$ cat config.mk
export PLATFORM = sky130hd
export DESIGN_NAME = lcd_timing_gen_flat
export DESIGN_NICKNAME = d
export VERILOG_FILES = /design/src/rtl/lcd_timing_if.sv /design/src/rtl/lcd_timing_gen.sv /design/src/flat_wrapper.sv
export SDC_FILE = /design/constraint.sdc
export NUM_CORES = 1
export LEC_CHECK = 0
export ABC_AREA = 1
export CAP_MARGIN = 10
export CORE_AREA = 4 4 74 76
export DETAILED_ROUTE_END_ITERATION = 8
export DIE_AREA = 0 0 78 80
export PLACE_DENSITY = 0.75
export SLEW_MARGIN = 20
export SYNTH_ARGS = -nofsm -noshare
export SYNTH_HDL_FRONTEND = slang
export SYNTH_SLANG_ARGS = --single-unit
$ cat constraint.sdc
create_clock -name clk -period 1.6 [get_ports clk]
set_clock_uncertainty 0.1 [all_clocks]
set_input_delay 0.16 -clock clk [delete_from_list [all_inputs] [get_ports clk]]
set_output_delay 0.16 -clock clk [all_outputs]
set_load 0.005 [all_outputs]
$ cat src/rtl/lcd_timing_if.sv
// Raster timing bundle from the timing generator
// to the colour/pattern display stage.
interface lcd_timing_if;
  logic        out_hs;
  logic        out_vs;
  logic        out_de;
  logic [10:0] x_out;
  logic [10:0] y_out;
  logic        frame_start;
  logic        busy;

  modport master (
    output out_hs, out_vs, out_de,
    output x_out, y_out,
    output frame_start, busy
  );

  modport slave (
    input out_hs, out_vs, out_de,
    input x_out, y_out,
    input frame_start, busy
  );
endinterface

$ cat src/rtl/lcd_timing_gen.sv
// LCD raster timing generator: hs/vs/de and x/y
// with a run/idle controller gated on frame ends.
module lcd_timing_gen #(
  parameter int H_ACTIVE = 800,
  parameter int H_FP     = 40,
  parameter int H_SYNC   = 128,
  parameter int H_BP     = 88,
  parameter int V_ACTIVE = 480,
  parameter int V_FP     = 1,
  parameter int V_SYNC   = 3,
  parameter int V_BP     = 21,
  parameter bit HS_POL   = 1'b0,
  parameter bit VS_POL   = 1'b0
) (
  input  logic clk,
  input  logic rst_n,
  input  logic en,
  lcd_timing_if.master vid
);

  localparam int H_TOTAL = H_SYNC + H_BP + H_ACTIVE + H_FP;
  localparam int V_TOTAL = V_SYNC + V_BP + V_ACTIVE + V_FP;

  localparam logic [10:0] H_LAST = 11'(H_TOTAL - 1);
  localparam logic [10:0] V_LAST = 11'(V_TOTAL - 1);
  localparam logic [10:0] H_SY   = 11'(H_SYNC);
  localparam logic [10:0] V_SY   = 11'(V_SYNC);
  localparam logic [10:0] H_DE0  = 11'(H_SYNC + H_BP);
  localparam logic [10:0] H_DE1  = 11'(H_SYNC + H_BP + H_ACTIVE);
  localparam logic [10:0] V_DE0  = 11'(V_SYNC + V_BP);
  localparam logic [10:0] V_DE1  = 11'(V_SYNC + V_BP + V_ACTIVE);

  typedef enum logic {
    IDLE,
    RUN
  } state_t;

  state_t      state_q, state_d;
  logic [10:0] h_cnt_q, h_cnt_d;
  logic [10:0] v_cnt_q, v_cnt_d;

  logic        hs_q, hs_d;
  logic        vs_q, vs_d;
  logic        de_q, de_d;
  logic [10:0] x_q, x_d;
  logic [10:0] y_q, y_d;
  logic        fs_q, fs_d;
  logic        busy_q, busy_d;

  logic        run;

  assign run = (state_q == RUN);

  // FSM and raster counters; stop/start only at the frame end
  always_comb begin
    state_d = state_q;
    h_cnt_d = h_cnt_q;
    v_cnt_d = v_cnt_q;
    unique case (state_q)
      IDLE: begin
        h_cnt_d = '0;
        v_cnt_d = '0;
        if (en) state_d = RUN;
      end
      RUN: begin
        if (h_cnt_q == H_LAST) begin
          h_cnt_d = '0;
          if (v_cnt_q == V_LAST) begin
            v_cnt_d = '0;
            if (!en) state_d = IDLE;
          end else begin
            v_cnt_d = v_cnt_q + 11'd1;
          end
        end else begin
          h_cnt_d = h_cnt_q + 11'd1;
        end
      end
      default: state_d = IDLE;
    endcase
  end

  // Output decode from the current counter value
  always_comb begin
    hs_d   = ~HS_POL;
    vs_d   = ~VS_POL;
    de_d   = 1'b0;
    x_d    = '0;
    y_d    = '0;
    fs_d   = 1'b0;
    busy_d = run;
    if (run) begin
      if (h_cnt_q < H_SY) hs_d = HS_POL;
      if (v_cnt_q < V_SY) vs_d = VS_POL;
      de_d = (h_cnt_q >= H_DE0) && (h_cnt_q < H_DE1)
          && (v_cnt_q >= V_DE0) && (v_cnt_q < V_DE1);
      if (de_d) begin
        x_d = h_cnt_q - H_DE0;
        y_d = v_cnt_q - V_DE0;
      end
      fs_d = (h_cnt_q == '0) && (v_cnt_q == '0);
    end
  end

  // Controller state and counter registers
  always_ff @(posedge clk or negedge rst_n) begin
    if (!rst_n) begin
      state_q <= IDLE;
      h_cnt_q <= '0;
      v_cnt_q <= '0;
    end else begin
      state_q <= state_d;
      h_cnt_q <= h_cnt_d;
      v_cnt_q <= v_cnt_d;
    end
  end

  // Registered, mutually aligned outputs
  always_ff @(posedge clk or negedge rst_n) begin
    if (!rst_n) begin
      hs_q   <= ~HS_POL;
      vs_q   <= ~VS_POL;
      de_q   <= 1'b0;
      x_q    <= '0;
      y_q    <= '0;
      fs_q   <= 1'b0;
      busy_q <= 1'b0;
    end else begin
      hs_q   <= hs_d;
      vs_q   <= vs_d;
      de_q   <= de_d;
      x_q    <= x_d;
      y_q    <= y_d;
      fs_q   <= fs_d;
      busy_q <= busy_d;
    end
  end

  assign vid.out_hs      = hs_q;
  assign vid.out_vs      = vs_q;
  assign vid.out_de      = de_q;
  assign vid.x_out       = x_q;
  assign vid.y_out       = y_q;
  assign vid.frame_start = fs_q;
  assign vid.busy        = busy_q;

endmodule

$ cat src/flat_wrapper.sv
// flat-port wrapper written by rule: the top's interface ports become plain ports
module lcd_timing_gen_flat 
#(
  parameter int H_ACTIVE = 800,
  parameter int H_FP     = 40,
  parameter int H_SYNC   = 128,
  parameter int H_BP     = 88,
  parameter int V_ACTIVE = 480,
  parameter int V_FP     = 1,
  parameter int V_SYNC   = 3,
  parameter int V_BP     = 21,
  parameter bit HS_POL   = 1'b0,
  parameter bit VS_POL   = 1'b0
)
  (clk, rst_n, en, vid_out_hs, vid_out_vs, vid_out_de, vid_x_out, vid_y_out, vid_frame_start, vid_busy);
  lcd_timing_if vid_i ();
  input  logic clk;
  input  logic rst_n;
  input  logic en;
  output wire logic [$bits(vid_i.out_hs)-1:0] vid_out_hs;
  output wire logic [$bits(vid_i.out_vs)-1:0] vid_out_vs;
  output wire logic [$bits(vid_i.out_de)-1:0] vid_out_de;
  output wire logic [$bits(vid_i.x_out)-1:0] vid_x_out;
  output wire logic [$bits(vid_i.y_out)-1:0] vid_y_out;
  output wire logic [$bits(vid_i.frame_start)-1:0] vid_frame_start;
  output wire logic [$bits(vid_i.busy)-1:0] vid_busy;
  assign vid_out_hs = vid_i.out_hs;
  assign vid_out_vs = vid_i.out_vs;
  assign vid_out_de = vid_i.out_de;
  assign vid_x_out = vid_i.x_out;
  assign vid_y_out = vid_i.y_out;
  assign vid_frame_start = vid_i.frame_start;
  assign vid_busy = vid_i.busy;
  lcd_timing_gen #(.H_ACTIVE(H_ACTIVE), .H_FP(H_FP), .H_SYNC(H_SYNC), .H_BP(H_BP), .V_ACTIVE(V_ACTIVE), .V_FP(V_FP), .V_SYNC(V_SYNC), .V_BP(V_BP), .HS_POL(HS_POL), .VS_POL(VS_POL)) u_core (.clk(clk), .rst_n(rst_n), .en(en), .vid(vid_i));
endmodule
[Word level (Yosys, flattened, before mapping)]
Cells that the tools add are included.
Operators by class
  reduce and logical (&&, ||, !) cells: 6
  equal/unequal tests: 3
  multiplexer cells: 19
  bitwise logic cells: 1
  div/mod/pow operators: 0
  shifts and indexed selects: 0
  multiply operators: 0
  $add $sub $neg: 4
  $lt $le $gt $ge: 6
Operators with widths (count)
  $mux 11: 7
  $pmux 11 s2: 2
  $add 11x1->11 const B: 2
  $logic_not 11->1: 2
  $eq 11x11->1 const B: 1
  $eq 11x9->1 const B: 1
  $ge 11x5->1 const B: 1
  $ge 11x8->1 const B: 1
  $lt 11x10->1 const B: 1
  $lt 11x2->1 const B: 1
  $lt 11x8->1 const B: 1
  $lt 11x9->1 const B: 1
  $sub 11x5->11 const B: 1
  $sub 11x8->11 const B: 1
  $mux 1: 9
  $logic_and 1x1->1: 4
  $ne 2x2->1 const B: 1
  $pmux 1 s2: 1
  $not 1->1: 1
Storage, ports and cells
  bits in read-only memories: 0
  memory bits (writable): 0
  output and inout port bits: 27
  word-level logic and storage cells: 49
  bits in latches: 0
  input bits: 3
  memories: 0
  register bits after elaboration: 50

[Longest topological paths before layout]
  depth after elaboration: 6
  gate-level depth with buffers: 9

[Worst setup path after synthesis]
Ideal clock, no wire load.
  kind: reg-to-reg
  start: register u_core.v_cnt_q[4]
  end: register u_core.x_q[6] (netlist: u_core.vid.x_out[6])
  data required time: 1.380 ns
  slack: 0.101 ns
  buffers on the path: 1
  arrival time: 1.279 ns
  period minus slack after synthesis: 1.499 ns
  stages on the path, launching flop included: 9
  path through: dfrtp_1 > ha_1 > nor2_1 > nand2_1 > nor2_1 > nor2_2 > nand3_2 > buf_6 > nor2_2
Between the ends
  longest elaborated chain between the ends: 5
  elaborated cells on any way between the ends: 6
  those cells by class: order compare: 2; mux: 2; reduce/logical: 2
Ends and longest elaborated chain
  start: declaration: RTL line lcd_timing_gen.sv:40  | logic [10:0] v_cnt_q, v_cnt_d;
  start signal: assignment: RTL line lcd_timing_gen.sv:113  | v_cnt_q <= v_cnt_d;
  $ge 11x5->1: RTL line lcd_timing_gen.sv:95  | && (v_cnt_q >= V_DE0) && (v_cnt_q < V_DE1);
  $logic_and 1x1->1: RTL line lcd_timing_gen.sv:95
  $logic_and 1x1->1 (*): RTL line lcd_timing_gen.sv:95
  $mux 11 (*): RTL line lcd_timing_gen.sv:96  | if (de_d) begin
  $mux 11 (*): RTL line lcd_timing_gen.sv:91  | if (run) begin
  net u_core.x_d[6]: RTL line lcd_timing_gen.sv:45  | logic [10:0] x_q, x_d;
  end signal: assignment: RTL line lcd_timing_gen.sv:123  | x_q <= '0;
  end signal: assignment: RTL line lcd_timing_gen.sv:131  | x_q <= x_d;
  end: declaration: RTL line lcd_timing_gen.sv:45
The timed path passes the listed nets; every way through them passes the cells marked *.
A chain may end at the register's enable or synchronous reset.

[Worst setup path in the final report]
  start: register u_core.h_cnt_q[4]
  end: register u_core.x_q[8] (netlist: u_core.vid.x_out[8])
Between the ends
  longest elaborated chain between the ends: 6
  elaborated cells on any way between the ends: 8
  those cells by class: add/sub: 1; order compare: 2; mux: 2; reduce/logical: 3
Ends and longest elaborated chain
  start: declaration: RTL line lcd_timing_gen.sv:39  | logic [10:0] h_cnt_q, h_cnt_d;
  start signal: assignment: RTL line lcd_timing_gen.sv:112  | h_cnt_q <= h_cnt_d;
  $ge 11x8->1 / $lt 11x10->1 (equally long branches): RTL line lcd_timing_gen.sv:94  | de_d = (h_cnt_q >= H_DE0) && (h_cnt_q < H_DE1)
  $logic_and 1x1->1: RTL line lcd_timing_gen.sv:94
  $logic_and 1x1->1 (2 in a row): RTL line lcd_timing_gen.sv:95
  $mux 11 (*): RTL line lcd_timing_gen.sv:96
  $mux 11 (*): RTL line lcd_timing_gen.sv:91
  net u_core.x_d[8]: RTL line lcd_timing_gen.sv:45
Marked as above.

==> metrics.txt <==
largest net degree at the start of global routing=26; Synth cell types=27; WL/cell=between 10 and 15 um; Setup WS post-layout=-0.0469 ns; Max H-tree Level=2; GRT met3 Usage=under 10%; initial antenna violation count=0; Lkg Pwr=1.71 nW; reg-to-reg slack, setup=-0.05 ns; DR vias=around 2100; Final Util=between 60% and 70%; synthesized area per cell=8.13 um^2; drt pass-1 iters=4; EDFF count, synth=0; Setup Slack @ Placement=0.0268 ns; Cells after Synth=313; Setup Viol. Count Final=20; Fin. Hold Viols=0; Die Ht=80 um; Primary FF master, synth=dfrtp_1; Final period util=103%; first-pass GRT wire length=around 9 mm; Core Rows=25; Clock transition at path regs=0.09 ns; IO Pins=30; share of cells above drive strength 1=between 20% and 30%; vias per cell=about 5; required time of the critical path=1.73 ns; M1 GR Usage=25.3%; Root Buffer=clkbuf_8; post-route insts no fill=between 400 and 500; run status=finished, violations left; number of max-cap violations=0; Setup crit start kind=flip-flop; DRC errors left=0; initial core utilization=between 50 and 60%; Inst Count DP=420; cell area after synthesis=~2500 um^2; f_max=0.607 GHz; max-slew violations=0; post-synthesis sequential area ratio=49.2%; worst r2r src=u_core.h_cnt_q[4]; worst setup path category=reg -> reg; Pwr Density=between 600 and 700 nW/um^2; Hold WS=around 0.18 ns; routability cong.=roughly 0.93; violated checks=setup timing; Final #Nets=378; Total GRT Usage=18.3%; R2R depth=7; Critical Path AT=~1.8 ns; CTS buffer count=5; CTS tree=built; TritonCTS Sinks=50; fin crit period=about 1.6 ns; clock latency on the worst-skew pair=between 0.3 and 0.4 ns; YS warnings=0; fraction of registers with async set/reset=between 90% and 100%; reg2reg end=u_core.vid.x_out[8]; initial DRC count=approximately 150; P&R area growth vs syn=29.3%; grt met2 use=29.5%; Die ar.=about 6200 um^2; Mapped Nets=323; Routed WL=around 5.6 mm; vias in the first global route=around 2000; register bit total from synthesis=50; Worst Path Max Fanout=16; GR peak layer=met2; core area=~4700 um^2; unrepaired setup endpoints after global routing=true; Hold Path Class=in -> async; Worst VDD drop=roughly 0.00044 V; n_diodes=0; Port-buffer cells=29; gr ovfl total=0; Critical Path End Type=flip-flop; Antenna Violating Nets Remaining=0; DP Wirelength=3.93 mm; clk buf depth=2; Die X=78 um
==> layout make-up <==
type,count,area [um^2]
Clock buffer,5,68.8
Clock inverter,3,45.0
Fill cell,364,1430
Inverter,41,161
Multi-Input combinational cell,214,1140
Sequential cell,50,1260
Tap cell,67,83.8
Timing Repair Buffer,56,534
==> critical path, stage by stage (launching register included) <==
cell and delay, ns:
dfrtp_1 0.44, ha_2 0.23, buf_4 0.13, nand2_1 0.09
o21a_1 0.20, nand3_2 0.12, buf_12 0.17, nor2_1 0.10
==> cells in the final DEF (no fill, tap or decap), types with 4 or more instances in the layout <==
cell / n
buf_4: 22
clkbuf_8: 5
clkdlybuf4s50_1: 27
dfrtp_1: 46
ha_1: 4
inv_1: 33
inv_2: 7
nand2_1: 66
nand2_2: 9
nand3_1: 24
nor2_1: 43
nor2_2: 21
nor3_1: 6
o21ai_0: 5
xor2_1: 13
==> sequential cells by signal, indices dropped and copies added, names as in the netlist <==
signal and cells:
u_core.busy_d 1, u_core.vid.y_out 11, u_core.h_cnt_q 11, u_core.vid.out_hs 1, u_core.vid.out_de 1, u_core.vid.out_vs 1
u_core.vid.x_out 11, u_core.vid.busy 1, u_core.v_cnt_q 11, u_core.vid.frame_start 1
==> power by group <==
group | internal (W) | leakage [nW] | switching, W
registers | 0.00126 | 0.661 | 0.000000266
logic | 0.0000134 | 0.999 | 0.0000255
clock network | 0.000465 | 0.0504 | 0.000422
==> cell usage after synthesis, drive strengths merged, types with 2 or more instances <==
| cell type | count | area share [%] |
|---|---|---|
| nand3 | 26 | 5.5 |
| nor3 | 6 | 1.2 |
| dfrtp | 48 | 47 |
| nand2 | 76 | 12 |
| a21oi | 3 | 0.59 |
| dfstp | 2 | 2.1 |
| inv | 41 | 6.1 |
| nand4 | 3 | 0.74 |
| o21ai | 8 | 1.6 |
| nor2 | 67 | 12 |
| buf | 8 | 2.4 |
| xor2 | 13 | 4.5 |
| ha | 7 | 3.4 |
==> metrics by stage <==
step,power (W),instance area [um^2],setup TNS (ns)
final,0.00219,3290,-0.538
after global routing,0.00227,3290,-1.20
after CTS,0.00221,3150,0
after detailed placement,0.00133,3020,0
after global placement,0.00133,3020,0
after floorplan,0.00129,2550,0
==> cells by family (layout without fill, tap and decap cells) <==
kind of cell	count (synthesis)	in the layout	share of synthesized area [%]
and+or+nand+nor	180	180	31.4
xor gates and xnor gates	13	13	4.47
adders and majority gates	7	7	3.44
other	1	1	0.147
buffers and inverters	49	105	8.55
AOI/OAI and AO/OA	13	13	2.75
DFF	50	50	49.2
==> how the worst max path moves through the flow <==
stage / end / start / slack (ns) / cells after the start
finish: u_core.vid.x_out[8] / u_core.h_cnt_q[4] / -0.05 / 7
detailed placement: u_core.v_cnt_q[9] / u_core.v_cnt_q[0] / 0.03 / 9
global route: u_core.vid.y_out[6] / u_core.h_cnt_q[4] / -0.07 / 7
floorplan: u_core.vid.x_out[6] / u_core.v_cnt_q[4] / 0.10 / 8
global placement: u_core.h_cnt_q[10] / u_core.h_cnt_q[0] / 0.08 / 8
CTS: vid_out_hs / u_core.vid.out_hs / 0.02 / 1
==> per-layer routing <==
metal | share of wire (%) | vias to the layer above | wire length (um)
met5 | 0 | - | 0
met1 | 45 | 999 | 2530
li1 | - | 1062 | -
met3 | 5.3 | 8 | 300
met2 | 48 | 73 | 2690
met4 | 1.8 | 0 | 103
==> what timing repair did <==
item	CTS	global route
resized for setup	1	28
hold buffers	1	0
cloned	0	0
endpoints found under the hold margin	39	0
pin swaps	0	8
setup endpoints to repair	2	38
setup buffers	0	7
Note: power is estimated with default switching activity, not from simulation.
